## src/rtl/spi_flash_pkg.sv

```systemverilog
`default_nettype none
// ============================================================================
// Module   : spi_flash_pkg
// Brief    : Opcodes, phase lengths and FSM encoding for the SPI flash reader.
//            FAST_READ_EN selects opcode 0x0B and adds the DUMMY state.
// Revision : 1.0 - initial release
// ============================================================================
package spi_flash_pkg;

    localparam logic [7:0] OPC_READ      = 8'h03;
    localparam logic [7:0] OPC_FAST_READ = 8'h0B;
    localparam int         CMD_BITS      = 8;
    localparam int         ADDR_BITS     = 24;
    localparam int         DUMMY_BITS    = 8;

    localparam logic [2:0] ST_IDLE = 3'd0;
    localparam logic [2:0] ST_CMD  = 3'd1;
    localparam logic [2:0] ST_ADDR = 3'd2;
    localparam logic [2:0] ST_DATA = 3'd3;
    localparam logic [2:0] ST_HOLD = 3'd4;
    localparam logic [2:0] ST_END  = 3'd5;
`ifdef FAST_READ_EN
    localparam logic [2:0] ST_DUMMY = 3'd6;
    localparam logic [7:0] OPC_SEL  = OPC_FAST_READ;
`else
    localparam logic [7:0] OPC_SEL  = OPC_READ;
`endif

endpackage
`default_nettype wire

```

## src/rtl/spi_sck_gen.sv

```systemverilog
`default_nettype none
// ============================================================================
// Module   : spi_sck_gen
// Brief    : CPOL=0 serial clock divider with enable and edge strobes.
// Revision : 1.0 - initial release
// ============================================================================
module spi_sck_gen #(
    parameter int CLK_DIV = 2
) (
    input  logic clk,
    input  logic rst,
    input  logic en,
    output logic sck,
    output logic rise,
    output logic fall,
    output logic rise_next
);

    localparam int             CW         = (CLK_DIV > 1) ? $clog2(CLK_DIV) : 1;
    localparam logic [CW-1:0] c_cnt_last = CW'(CLK_DIV - 1);

    logic [CW-1:0] r_cnt;
    logic          r_sck;
    logic          w_due;

    assign w_due = (r_cnt == c_cnt_last);

    always_ff @(posedge clk) begin
        if (rst || !en) begin
            r_cnt <= '0;
            r_sck <= 1'b0;
        end else if (w_due) begin
            r_cnt <= '0;
            r_sck <= ~r_sck;
        end else begin
            r_cnt <= r_cnt + CW'(1);
        end
    end

    // rise_next ignores en so the parent can veto an edge without a comb loop
    assign rise_next = w_due && !r_sck;
    assign rise      = en && rise_next;
    assign fall      = en && w_due && r_sck;
    assign sck       = r_sck;

endmodule
`default_nettype wire

```

## src/rtl/spi_flash_reader.sv

```systemverilog
`default_nettype none
// ============================================================================
// Module   : spi_flash_reader
// Brief    : Mode-0 SPI NOR read engine streaming bytes on a valid/ready port.
//            Define FAST_READ_EN for FAST_READ (0x0B) with 8 dummy clocks.
// Revision : 1.0 - initial release
// ============================================================================
module spi_flash_reader
    import spi_flash_pkg::*;
#(
    parameter int CLK_DIV = 2,
    parameter int LEN_W   = 16,
    parameter int CS_HIGH = 4
) (
    input  logic             clk,
    input  logic             rst,
    input  logic             start,
    input  logic [23:0]      addr,
    input  logic [LEN_W-1:0] len,
    output logic             busy,
    output logic             done,
    output logic [7:0]       data,
    output logic             data_valid,
    input  logic             data_ready,
    output logic             spi_cs_n,
    output logic             spi_sck,
    output logic             spi_mosi,
    input  logic             spi_miso
);

    localparam int            EW         = $clog2(CS_HIGH + 1);
    localparam logic [EW-1:0] c_end_last = EW'(CS_HIGH - 1);

    logic [2:0]       r_state;
    logic [31:0]      r_tx;
    logic [4:0]       r_bit_cnt;
    logic [7:0]       r_rx;
    logic [3:0]       r_rx_cnt;
    logic [LEN_W-1:0] r_rem;
    logic [EW-1:0]    r_end_cnt;
    logic             r_cs_n, r_busy, r_done, r_valid;
    logic [7:0]       r_data;

    logic w_rise, w_fall, w_rise_next, w_sck;
    logic w_free, w_last, w_byte_due, w_stop, w_shifting, w_sck_en;

    assign w_free     = !r_valid || data_ready;
    assign w_last     = (r_rem == LEN_W'(1));
    // A full byte is handed over where the next SCK rise would fall; with
    // CLK_DIV=2 the first data_valid appears 162 edges after the start edge.
    assign w_byte_due = (r_state == ST_DATA) && (r_rx_cnt == 4'd8) && w_rise_next;
    assign w_stop     = w_byte_due && (!w_free || w_last);
`ifdef FAST_READ_EN
    assign w_shifting = (r_state == ST_CMD) || (r_state == ST_ADDR) ||
                        (r_state == ST_DUMMY) || (r_state == ST_DATA);
`else
    assign w_shifting = (r_state == ST_CMD) || (r_state == ST_ADDR) || (r_state == ST_DATA);
`endif
    assign w_sck_en   = w_shifting && !w_stop;

    spi_sck_gen #(.CLK_DIV(CLK_DIV)) u_sck_gen (
        .clk       (clk),
        .rst       (rst),
        .en        (w_sck_en),
        .sck       (w_sck),
        .rise      (w_rise),
        .fall      (w_fall),
        .rise_next (w_rise_next)
    );

    always_ff @(posedge clk) begin
        if (rst) begin
            r_state   <= ST_IDLE;
            r_tx      <= '0;
            r_bit_cnt <= '0;
            r_rx      <= '0;
            r_rx_cnt  <= '0;
            r_rem     <= '0;
            r_end_cnt <= '0;
            r_cs_n    <= 1'b1;
            r_busy    <= 1'b0;
            r_done    <= 1'b0;
            r_valid   <= 1'b0;
            r_data    <= '0;
        end else begin
            r_done <= 1'b0;
            if (r_valid && data_ready)
                r_valid <= 1'b0;
            // zeros shift in behind the address, so mosi is 0 in dummy/data
            if (w_fall)
                r_tx <= {r_tx[30:0], 1'b0};

            case (r_state)
                ST_IDLE: begin
                    if (start) begin
                        if (len != '0) begin
                            r_tx      <= {OPC_SEL, addr};
                            r_rem     <= len;
                            r_cs_n    <= 1'b0;
                            r_busy    <= 1'b1;
                            r_bit_cnt <= '0;
                            r_rx_cnt  <= '0;
                            r_state   <= ST_CMD;
                        end else begin
                            r_done <= 1'b1;
                        end
                    end
                end
                ST_CMD: begin
                    if (w_rise) begin
                        if (r_bit_cnt == 5'(CMD_BITS - 1)) begin
                            r_bit_cnt <= '0;
                            r_state   <= ST_ADDR;
                        end else begin
                            r_bit_cnt <= r_bit_cnt + 5'd1;
                        end
                    end
                end
                ST_ADDR: begin
                    if (w_rise) begin
                        if (r_bit_cnt == 5'(ADDR_BITS - 1)) begin
                            r_bit_cnt <= '0;
`ifdef FAST_READ_EN
                            r_state   <= ST_DUMMY;
`else
                            r_state   <= ST_DATA;
`endif
                        end else begin
                            r_bit_cnt <= r_bit_cnt + 5'd1;
                        end
                    end
                end
`ifdef FAST_READ_EN
                ST_DUMMY: begin
                    if (w_rise) begin
                        if (r_bit_cnt == 5'(DUMMY_BITS - 1)) begin
                            r_bit_cnt <= '0;
                            r_state   <= ST_DATA;
                        end else begin
                            r_bit_cnt <= r_bit_cnt + 5'd1;
                        end
                    end
                end
`endif
                ST_DATA: begin
                    if (w_byte_due) begin
                        if (w_free) begin
                            r_data  <= r_rx;
                            r_valid <= 1'b1;
                            r_rem   <= r_rem - LEN_W'(1);
                            if (w_last) begin
                                r_cs_n    <= 1'b1;
                                r_end_cnt <= '0;
                                r_state   <= ST_END;
                            end else begin
                                r_rx     <= {r_rx[6:0], spi_miso};
                                r_rx_cnt <= 4'd1;
                            end
                        end else begin
                            r_state <= ST_HOLD;
                        end
                    end else if (w_rise) begin
                        r_rx     <= {r_rx[6:0], spi_miso};
                        r_rx_cnt <= r_rx_cnt + 4'd1;
                    end
                end
                ST_HOLD: begin
                    if (w_free) begin
                        r_data  <= r_rx;
                        r_valid <= 1'b1;
                        r_rem   <= r_rem - LEN_W'(1);
                        if (w_last) begin
                            r_cs_n    <= 1'b1;
                            r_end_cnt <= '0;
                            r_state   <= ST_END;
                        end else begin
                            r_rx_cnt <= '0;
                            r_state  <= ST_DATA;
                        end
                    end
                end
                ST_END: begin
                    if (r_end_cnt == c_end_last) begin
                        r_busy  <= 1'b0;
                        r_done  <= 1'b1;
                        r_state <= ST_IDLE;
                    end else begin
                        r_end_cnt <= r_end_cnt + EW'(1);
                    end
                end
                default: r_state <= ST_IDLE;
            endcase
        end
    end

    assign busy       = r_busy;
    assign done       = r_done;
    assign data       = r_data;
    assign data_valid = r_valid;
    assign spi_cs_n   = r_cs_n;
    assign spi_sck    = w_sck;
    assign spi_mosi   = r_tx[31];

endmodule
`default_nettype wire
```

## config.mk

```make
export PLATFORM = sky130hd
export DESIGN_NAME = spi_flash_reader
export DESIGN_NICKNAME = d
export VERILOG_FILES = /design/src/rtl/spi_flash_pkg.sv /design/src/rtl/spi_sck_gen.sv /design/src/rtl/spi_flash_reader.sv
export SDC_FILE = /design/constraint.sdc
export NUM_CORES = 1
export LEC_CHECK = 0
export BUFFER_PORTS_ARGS = -buffer_cell sky130_fd_sc_hd__buf_2
export CORE_AREA = 2 2 97 99
export DETAILED_ROUTE_END_ITERATION = 12
export DIE_AREA = 0 0 99 101
export PLACE_DENSITY = 0.78
export SETUP_SLACK_MARGIN = 0.02
export SLEW_MARGIN = 15
export SYNTH_ARGS = -nofsm -noshare
export SYNTH_HDL_FRONTEND = slang
export SYNTH_SLANG_ARGS = --single-unit
```

## constraint.sdc

```tcl
create_clock -name clk -period 1.55 [get_ports clk]
set_input_delay 0.3875 -clock clk [delete_from_list [all_inputs] [get_ports clk]]
set_output_delay 0.3875 -clock clk [all_outputs]
set_load 0.03 [all_outputs]
```

==> results of run 1 <==
area by class of cell:
cell class	instances	area [sq um]
clock buffers	9	124
clock inverters	6	70.1
fillers	376	1240
inverters	15	56.3
multi-input cells	416	3680
flip-flops and latches	85	1730
well taps	111	139
repair buffers	212	1940
through the flow:
stage	power (mW)	utilization, %	area [sq um]
6_report	10.2	86.2	7740
2_1_floorplan	4.68	-	4630
4_1_cts	8.47	75.5	6770
5_1_grt	10.5	86.2	7740
3_3_place_gp	5.92	63.6	5710
3_5_place_dp	6.05	63.6	5710
registers in the layout (all words and copies together), names as in the netlist, 3 cells and up:
register   flops
data           8
r_bit_cnt      5
r_end_cnt      3
r_rem         16
r_rx           8
r_rx_cnt       4
r_state        3
r_tx          32
per-layer routing:
| metal | GRT usage (%) | routed length [microns] |
|---|---|---|
| met3 | 4.99 | 2450 |
| met1 | 38.7 | 7580 |
| met5 | 0 | 0 |
| met4 | 22.4 | 2480 |
| met2 | 58.4 | 10500 |
repair_timing:
| action | 4_1_cts | 5_1_grt |
|---|---|---|
| endpoints found under the setup margin | 80 | 81 |
| pin swaps | 74 | 95 |
| gates resized for setup | 139 | 180 |
| endpoints found under the hold margin | 0 | 0 |
| setup buffers | 18 | 23 |
| cloned | 7 | 4 |
power by group through the flow:
stage / registers [mW] / logic, mW / clock network (mW)
3_3_place_gp: 2.73 / 3.18 / 0
5_1_grt: 2.90 / 5.76 / 1.81
6_report: 2.89 / 5.60 / 1.75
2_1_floorplan: 2.77 / 1.91 / 0
4_1_cts: 2.75 / 4.10 / 1.62
3_5_place_dp: 2.75 / 3.30 / 0
cells in the mapped netlist (4+ instances only):
library cell / count
sky130_fd_sc_hd__a211oi_1: 4
sky130_fd_sc_hd__a21o_1: 6
sky130_fd_sc_hd__a21oi_1: 55
sky130_fd_sc_hd__a311oi_1: 23
sky130_fd_sc_hd__a31oi_1: 7
sky130_fd_sc_hd__and3_1: 7
sky130_fd_sc_hd__buf_2: 11
sky130_fd_sc_hd__clkbuf_1: 16
sky130_fd_sc_hd__dfxtp_1: 85
sky130_fd_sc_hd__ha_1: 7
sky130_fd_sc_hd__inv_1: 15
sky130_fd_sc_hd__nand2_1: 107
sky130_fd_sc_hd__nand3_1: 22
sky130_fd_sc_hd__nand3b_1: 4
sky130_fd_sc_hd__nor2_1: 39
sky130_fd_sc_hd__nor2b_1: 4
sky130_fd_sc_hd__nor3_1: 8
sky130_fd_sc_hd__nor4_1: 4
sky130_fd_sc_hd__nor4_4: 5
sky130_fd_sc_hd__o21a_1: 5
sky130_fd_sc_hd__o21ai_0: 28
tightest hold or removal path: stages:
cell                       delay, ns
sky130_fd_sc_hd__buf_2          0.09
sky130_fd_sc_hd__nor2_1         0.10
sky130_fd_sc_hd__a311oi_1       0.06
kinds of logic (layout without fill, tap and decap cells):
family          after synthesis  after routing
fa+ha+maj                     7              7
xor+xnor                      3              3
mux                           2              2
compound gates              166            166
flops                        85             85
buf+inv                      50            242
simple gates                238            238
final timing paths:
check / startpoint / to / slack, ns / cells after the start
max: r_state[0] / r_rem[1] / -0.40 / 7
min: addr[9] / r_tx[9] / 0.27 / 3
max reg2reg: r_state[0] / r_rem[1] / -0.40 / 7
min reg2reg: data[7] / data[7] / 0.46 / 2
==> impl.org, run 1 <==
** Outcome
- The flow ran to the end, but the final reports show violations.
- Violated checks :: setup timing

** STA
- Final hold vios :: 0
- Setup repair after global routing could not meet its margin everywhere.
- # setup viols final :: 81
- Worst Max-Slew Pin Slew :: 0.615 ns
- In the final timing run, aggregate negative setup slack is -18.59 ns.
- Max-slew violations :: 0
- Timing would allow up to 0.514 GHz.
- Final worst path period share :: 125%
- Tightest slew margin relative to the limit :: between 50% and 60%
- Min Clock Period, post-route :: 1.95 ns
- Hold slack final :: 0.269 ns
- Setup slack on the critical path of the routed design comes to -0.395 ns.
- Across the routed clock network, the largest skew measured is 0.0154 ns.

** Pwr
- Of the total power, the share spent switching nets is 42.5%.
- Sequential cells burn 28.2% of the power.
- Cell leakage power :: between 3 and 4 nW
- In this run the power density over the cells is 1320 nW/um^2.
- In this run the power spent charging and discharging nets is 4.35 mW.
- Of the total power, combinational logic draws 54.7%.
- The clock network is responsible for 17.1% of the overall power.
- The worst-case IR drop observed on VDD is 0.000942 V.
- The internal power of the cells totals 5.88 mW.

** Yosys
- Number of synthesized flops with an enable pin :: 0
- Area of the mapped netlist :: 4560 sq um
- Summing the areas of all compound-gate instances in the mapped netlist gives 26.0% of the synthesized area.
- The synthesized netlist devotes 28.1% of its cell area to simple gates.
- During synthesis, Yosys emitted a total of 0 warnings.
- After synthesis, the cell types taking the most area are sky130_fd_sc_hd__dfxtp_1 37%, sky130_fd_sc_hd__nand2_1 8.8%, sky130_fd_sc_hd__a21oi_1 6.0%, sky130_fd_sc_hd__a311oi_1 4.4%, sky130_fd_sc_hd__nor2_1 3.2%.
- Number of instances in the synthesized netlist :: 551
- The synthesized design spends more area on one cell type than any other, namely sky130_fd_sc_hd__dfxtp_1.
- Portion of synthesized cell area occupied by the leading cell type :: 37.3%
- Of the total synthesized cell area, the portion taken by full adders, half adders and majority gates is 1.92%.
- Sequential cells were found to cover a little under two fifths of the synthesized design area.
- In this run, distinct cell masters in the synthesized netlist total 78.
- Flip-flop and latch count after synthesis :: 85
- Async set-reset flop share out of synthesis :: 0%
- Mux contribution to synthesized area :: 0.494%
- After synthesis, the largest family of logic cells by area is simple AND/OR/NAND/NOR gates.
- Xor and xnor area share after synthesis :: less than 1%
- Synthesized area per cell :: 8.27 sq um
- In the synthesized netlist the dominant register cell turns out to be sky130_fd_sc_hd__dfxtp_1.
- Synthesized net count :: 603

** Floorplan
- Die height :: around 100 microns
- The floorplan step defined a die boundary enclosing 10000 sq um.
- Starting density of the core :: between 50% and 60%
- The die is 99 microns wide.
- The floorplan has 35 rows.
- Top Ports :: 59
- Std-Cell Core Area :: 8980 sq um

** Global route
- After global routing the overflow that remains totals 0.
- Global-route total usage across every layer :: 33.8%
- The number of antenna violations at the first check in global routing is 0.
- The number of global-route vias before repair is 5,307.
- Pin count of the biggest net entering global routing :: 31
- Wire length of the first global-routing pass :: 26.7 mm

** Route
- After detailed routing, the total wire length is 23.0 mm.
- Drc violations :: 0
- First-pass iteration count of the detailed router :: 6
- Via count normalized by instance count :: approximately 7.0
- The count of nets left with antenna violations once routing finished came out at 0.
- Via Count :: 5,992
- Detailed Route Iter0 Violations :: roughly 670
- Dividing the detail-routed wire length by the instance count gives 26.9 microns.

** Clocking
- TritonCTS built the clock tree.
- The clock reaches the later pin of the worst-skew pair after 0.41 ns.
- Depth of the CTS H-tree :: 3
- Clock tree root buffer cell :: sky130_fd_sc_hd__clkbuf_8
- Max Root-Sink Buffers :: 2
- CTS clock-pin slew for the worst setup and hold paths :: 0.11 ns
- Inserted Clock Buffers :: 9
- Clock tree sinks :: 85
- Hold_buf cts :: 0

** Worst setup path
- In this run the worst path has a maximum fanout of 8.
- STA classifies the critical path endpoint as a flip-flop.
- Required time of the critical path :: 1.86 ns
- Critical Path Max Stage Delay :: 0.38 ns
- Crit start category :: flip-flop
- Crit path arrival time :: about 2.3 ns
- The critical path is of the reg -> reg type.
- Grouping stages by cell kind, the critical path spends the most delay in compound AO/OA/AOI/OAI gates.
- Series of cell instances along the critical path :: buf_6, nor3b_4, a31oi_4, buf_12, o22ai_4, o211ai_1, a21oi_1
- The number of buffers and inverters on the critical path is 2.
- On the critical path, the stage with the largest delay is an instance of sky130_fd_sc_hd__dfxtp_4.

** Final layout
- At the end of the flow, the number of nets in the layout was 791.
- Layout overhead on the synthesized area :: 69.8%
- In the layout the commonest cells are 100 x sky130_fd_sc_hd__buf_4, 69 x sky130_fd_sc_hd__dfxtp_1, 65 x sky130_fd_sc_hd__nand2_1.
- Antenna diode count :: 0
- Cells with a size suffix above 1 make up 61.1% of the layout.
- The library cell used most frequently in the layout, excluding fill and tap cells, is sky130_fd_sc_hd__buf_4.
- Final Non-Filler Cells :: about 850

** Place
- Counting tap cells, the placed design contains a total of 791 instances.
- Final weighted congestion in routability-driven placement :: 0.915
- Buffers placed on the I/O ports in this run total 58.
- The HPWL after detailed placement is ~9.0 mm.
- Worst slack, placed :: -0.410 ns

** Hold path
- The path class of the tightest hold or removal check is in -> reg.

** Run
- Number of violations of the max-capacitance limit :: 0
Note: power is estimated with default switching activity, not from simulation.
==> inputs of run 2 (changes only) <==
--- a/config.mk
+++ b/config.mk
@@ -5,7 +5,7 @@
 export SDC_FILE = /design/constraint.sdc
 export NUM_CORES = 1
 export LEC_CHECK = 0
-export BUFFER_PORTS_ARGS = -buffer_cell sky130_fd_sc_hd__buf_2
+export BUFFER_PORTS_ARGS = -buffer_cell sky130_fd_sc_hd__clkbuf_2
 export CORE_AREA = 2 2 97 99
 export DETAILED_ROUTE_END_ITERATION = 12
 export DIE_AREA = 0 0 99 101
==> impl.org, run 2 (synthesized netlist as in run 1, its figures left out) <==
** Final layout
- The share of final-layout standard cells stronger than drive strength 1 came to 59.8% (was 61.1%).
- Most flop-heavy register :: r_tx (unchanged)
- Layout overhead on the synthesized area :: 69.4% (was 69.8%)
- Final cell area excluding filler cells :: 7720 sq um (was 7740 sq um)
- The number of nets in the layout is 793 (was 791).
- Most frequent cells in the layout: 91 x sky130_fd_sc_hd__buf_4, 74 x sky130_fd_sc_hd__dfxtp_1, 64 x sky130_fd_sc_hd__nand2_1 (was 100 x sky130_fd_sc_hd__buf_4, 69 x sky130_fd_sc_hd__dfxtp_1, 65 x sky130_fd_sc_hd__nand2_1).
- Largest regs: r_tx: 32 flops, r_rem: 16 flops (unchanged).
- Number of flip-flops in the largest register :: 32 (unchanged)
- The number of diodes was 0 (unchanged).
- Final Non-Filler Cells :: 857 (was 854)
- Most common cell after layout, fill and taps aside :: sky130_fd_sc_hd__buf_4 (unchanged)

** Worst setup path
- The nature of the critical path startpoint was a flip-flop (unchanged).
- The largest fanout of any net on the critical path was 3 (was 8).
- Type of the setup path with the least slack :: reg -> reg (unchanged)
- CP endpoint kind :: flip-flop (unchanged)
- Series of cell instances along the critical path :: ha_1, ha_2, buf_4, o21ai_0, nand2_1, a31oi_1, a21oi_1, a221oi_2 (was buf_6, nor3b_4, a31oi_4, buf_12, o22ai_4, o211ai_1, a21oi_1)
- The maximum cell stage delay along the critical path is 0.42 ns (was 0.38 ns).
- The required arrival time at the worst endpoint was 1.80 ns (was 1.86 ns).
- The signal arrival time at the worst endpoint came to 2.32 ns (was 2.25 ns).
- Slack of the worst reg-to-reg path :: -0.52 ns (was -0.40 ns)
- The total buffers and inverters traversed by the critical path was 1 (was 2).
- The kind of cell adding the most delay to the critical path is compound AO/OA/AOI/OAI gates (unchanged).
- Crit path max-delay cell type :: sky130_fd_sc_hd__a221oi_2 (was sky130_fd_sc_hd__dfxtp_4)

** Clocking
- Inserted Clock Buffers :: 9 (unchanged)
- Clock tree root buffer cell :: sky130_fd_sc_hd__clkbuf_8 (unchanged)
- The number of levels in the clock H-tree is 3 (unchanged).
- The number of sinks on the clock net came to 85 (unchanged).
- The TritonCTS clock tree is yes (unchanged).
- The clock latency reported for the late side of the worst-skew pair is 0.40 ns (was 0.41 ns).
- CTS clock-pin slew for the worst setup and hold paths :: 0.10 ns (was 0.11 ns)
- Max Root-Sink Buffers :: 2 (unchanged)

** Pwr
- Maximum ir drop on the vdd rail :: 0.000836 V (was 0.000942 V)
- The power density over the cells is 1370 nW/um^2 (was 1320 nW/um^2).
- Cell leakage power :: 3.13 nW (was 3.03 nW)

** Place
- The total placed instance area is 5730 sq um (was 5710 sq um).
- The number of placed instances with taps included came to 793 (was 791).
- Final weighted congestion in routability-driven placement :: 0.894 (was 0.915)
- The final HPWL from detailed placement came to 8.87 mm (was 8.98 mm).
- Total of buffers placed on input and output ports :: 58 (unchanged)

** Floorplan
- The initial core utilization was 50.8% (unchanged).
- The area of the core is 8980 sq um (unchanged).
- The area of the die is 10000 sq um (unchanged).
- The I/O pin total was 59 (unchanged).
- Number of cell rows :: 35 (unchanged)
- The die span in x came to 99 microns (unchanged).
- The chip height was 101 microns (unchanged).

** Global route
- Initial antenna violation count :: 0 (unchanged)
- Global-route total usage across every layer :: 31.5% (was 33.8%)
- Pin count of the biggest net entering global routing :: 52 (was 31)
- Wire length of the first global-routing pass :: 25.1 mm (was 26.7 mm)
- Vias in the first global route :: 5,327 (was 5,307)
- Global-route congestion overflow total :: 0 (unchanged)

** Route
- The routed length on met2 is 10.7 mm (was 10.5 mm).
- Top layer reached by signal wires :: met4 (unchanged)
- The DRC violation count after routing was 0 (unchanged).
- The final routed wirelength across all metal layers came to 22.2 mm (was 23.0 mm).
- The routed via count divided by cell count is 6.95 (was 7.02).
- Antenna Violating Nets Remaining :: 0 (unchanged)
- The detailed-route wire length per cell was 25.9 microns (was 26.9 microns).
- The met3 wire length was 2.15 mm (was 2.45 mm).
- The total number of vias was 5,953 (was 5,992).
- First-pass iteration count of the detailed router :: 8 (was 6)
- Wire length the detailed router placed on met1 :: 7.24 mm (was 7.58 mm)
- The first-iteration detailed-routing DRC count is 608 (was 672).

** STA
- The final critical path time including I/O delays and setup came to 2.07 ns (was 1.95 ns).
- Minimum setup slack in the final design :: -0.517 ns (was -0.395 ns)
- Setup repair after global routing missed its margin: yes (unchanged).
- Maximum frequency from static timing analysis :: 0.484 GHz (was 0.514 GHz)
- Final hold vios :: 0 (unchanged)
- The final setup skew was 0.0217 ns (was 0.0154 ns).
- The final number of max-transition violations is 0 (unchanged).
- # setup viols final :: 82 (was 81)
- The relative slew slack is 67.8% (was 58.8%).
- The slew of the pin with the lowest slew margin came to 0.480 ns (was 0.615 ns).
- Total negative setup slack :: -15.48 ns (was -18.59 ns)
- Hold slack final :: 0.258 ns (was 0.269 ns)
- Final worst path period share :: 133% (was 125%)

** Hold path
- The worst hold-check path type is in -> reg (unchanged).

** Outcome
- Result of the run :: finished, violations left (unchanged)
- Violated checks: setup timing (unchanged).

** Run
- Number of violations of the max-capacitance limit :: 0 (unchanged)
## run 2: cell count changes in the layout (fill, tap and decap cells not counted), moves of 7 or more
cell | previous run | this run
sky130_fd_sc_hd__clkbuf_2 | 0 | 53
sky130_fd_sc_hd__buf_2 | 52 | 2
sky130_fd_sc_hd__nor2_1 | 30 | 21
sky130_fd_sc_hd__o21ai_2 | 19 | 9
sky130_fd_sc_hd__buf_4 | 100 | 91
sky130_fd_sc_hd__nor2_2 | 3 | 15
sky130_fd_sc_hd__nand3_1 | 9 | 16
## run 2: final cells by class
type                            instances  area (sq um)
Timing Repair Buffer                  212          1980
Clock buffer                            9           124
Fill cell                             400          1250
Inverter                               15          56.3
Sequential cell                        85          1730
Clock inverter                          7          91.3
Multi-Input combinational cell        418          3610
Tap cell                              111           139
## run 2: worst reg2reg max path, cell delays in order, from the launching register on
cell and delay [ns]:
sky130_fd_sc_hd__dfxtp_2 0.36, sky130_fd_sc_hd__ha_1 0.20, sky130_fd_sc_hd__ha_2 0.19, sky130_fd_sc_hd__buf_4 0.14
sky130_fd_sc_hd__o21ai_0 0.18, sky130_fd_sc_hd__nand2_1 0.08, sky130_fd_sc_hd__a31oi_1 0.22, sky130_fd_sc_hd__a21oi_1 0.15
sky130_fd_sc_hd__a221oi_2 0.42
## run 2: worst paths after layout
| path | startpoint | endpoint | depth (start not counted) |
|---|---|---|---|
| min reg2reg | data[5] | data[5] | 2 |
| min | spi_miso | r_rx[0] | 3 |
| max | r_end_cnt[0] | r_state[1] | 8 |
| max reg2reg | r_end_cnt[0] | r_state[1] | 8 |
## run 2: stage by stage
step	util [%]	setup WS, ns	power (mW)
floorplan	-	-0.117	4.68
global placement	63.9	-0.325	5.94
detailed placement	63.9	-0.430	6.08
CTS	75.1	-0.103	8.76
global route	86.0	-0.590	10.8
finish	86.0	-0.517	10.5
## run 2: timing repair
action / 4_1_cts / 5_1_grt
hold buffers: 0 / 0
setup buffers: 20 / 18
pin swaps: 51 / 94
hold endpoints to repair: 0 / 0
cloned: 8 / 8
gates resized for setup: 105 / 199
endpoints found under the setup margin: 78 / 82
## run 2: power breakdown
part,switching [mW],total (mW),internal [mW],leakage [nW]
Combinational,3.14,5.88,2.74,2.33
Sequential,0.364,2.88,2.52,0.700
Clock,1.00,1.79,0.785,0.105
## run 2: layer usage
layer  GRT usage, %  vias to the layer above
li1               -                     2393
met1           34.0                     2808
met2           57.0                      540
met3           6.66                      212
met4           17.5                        0
met5              0                        -
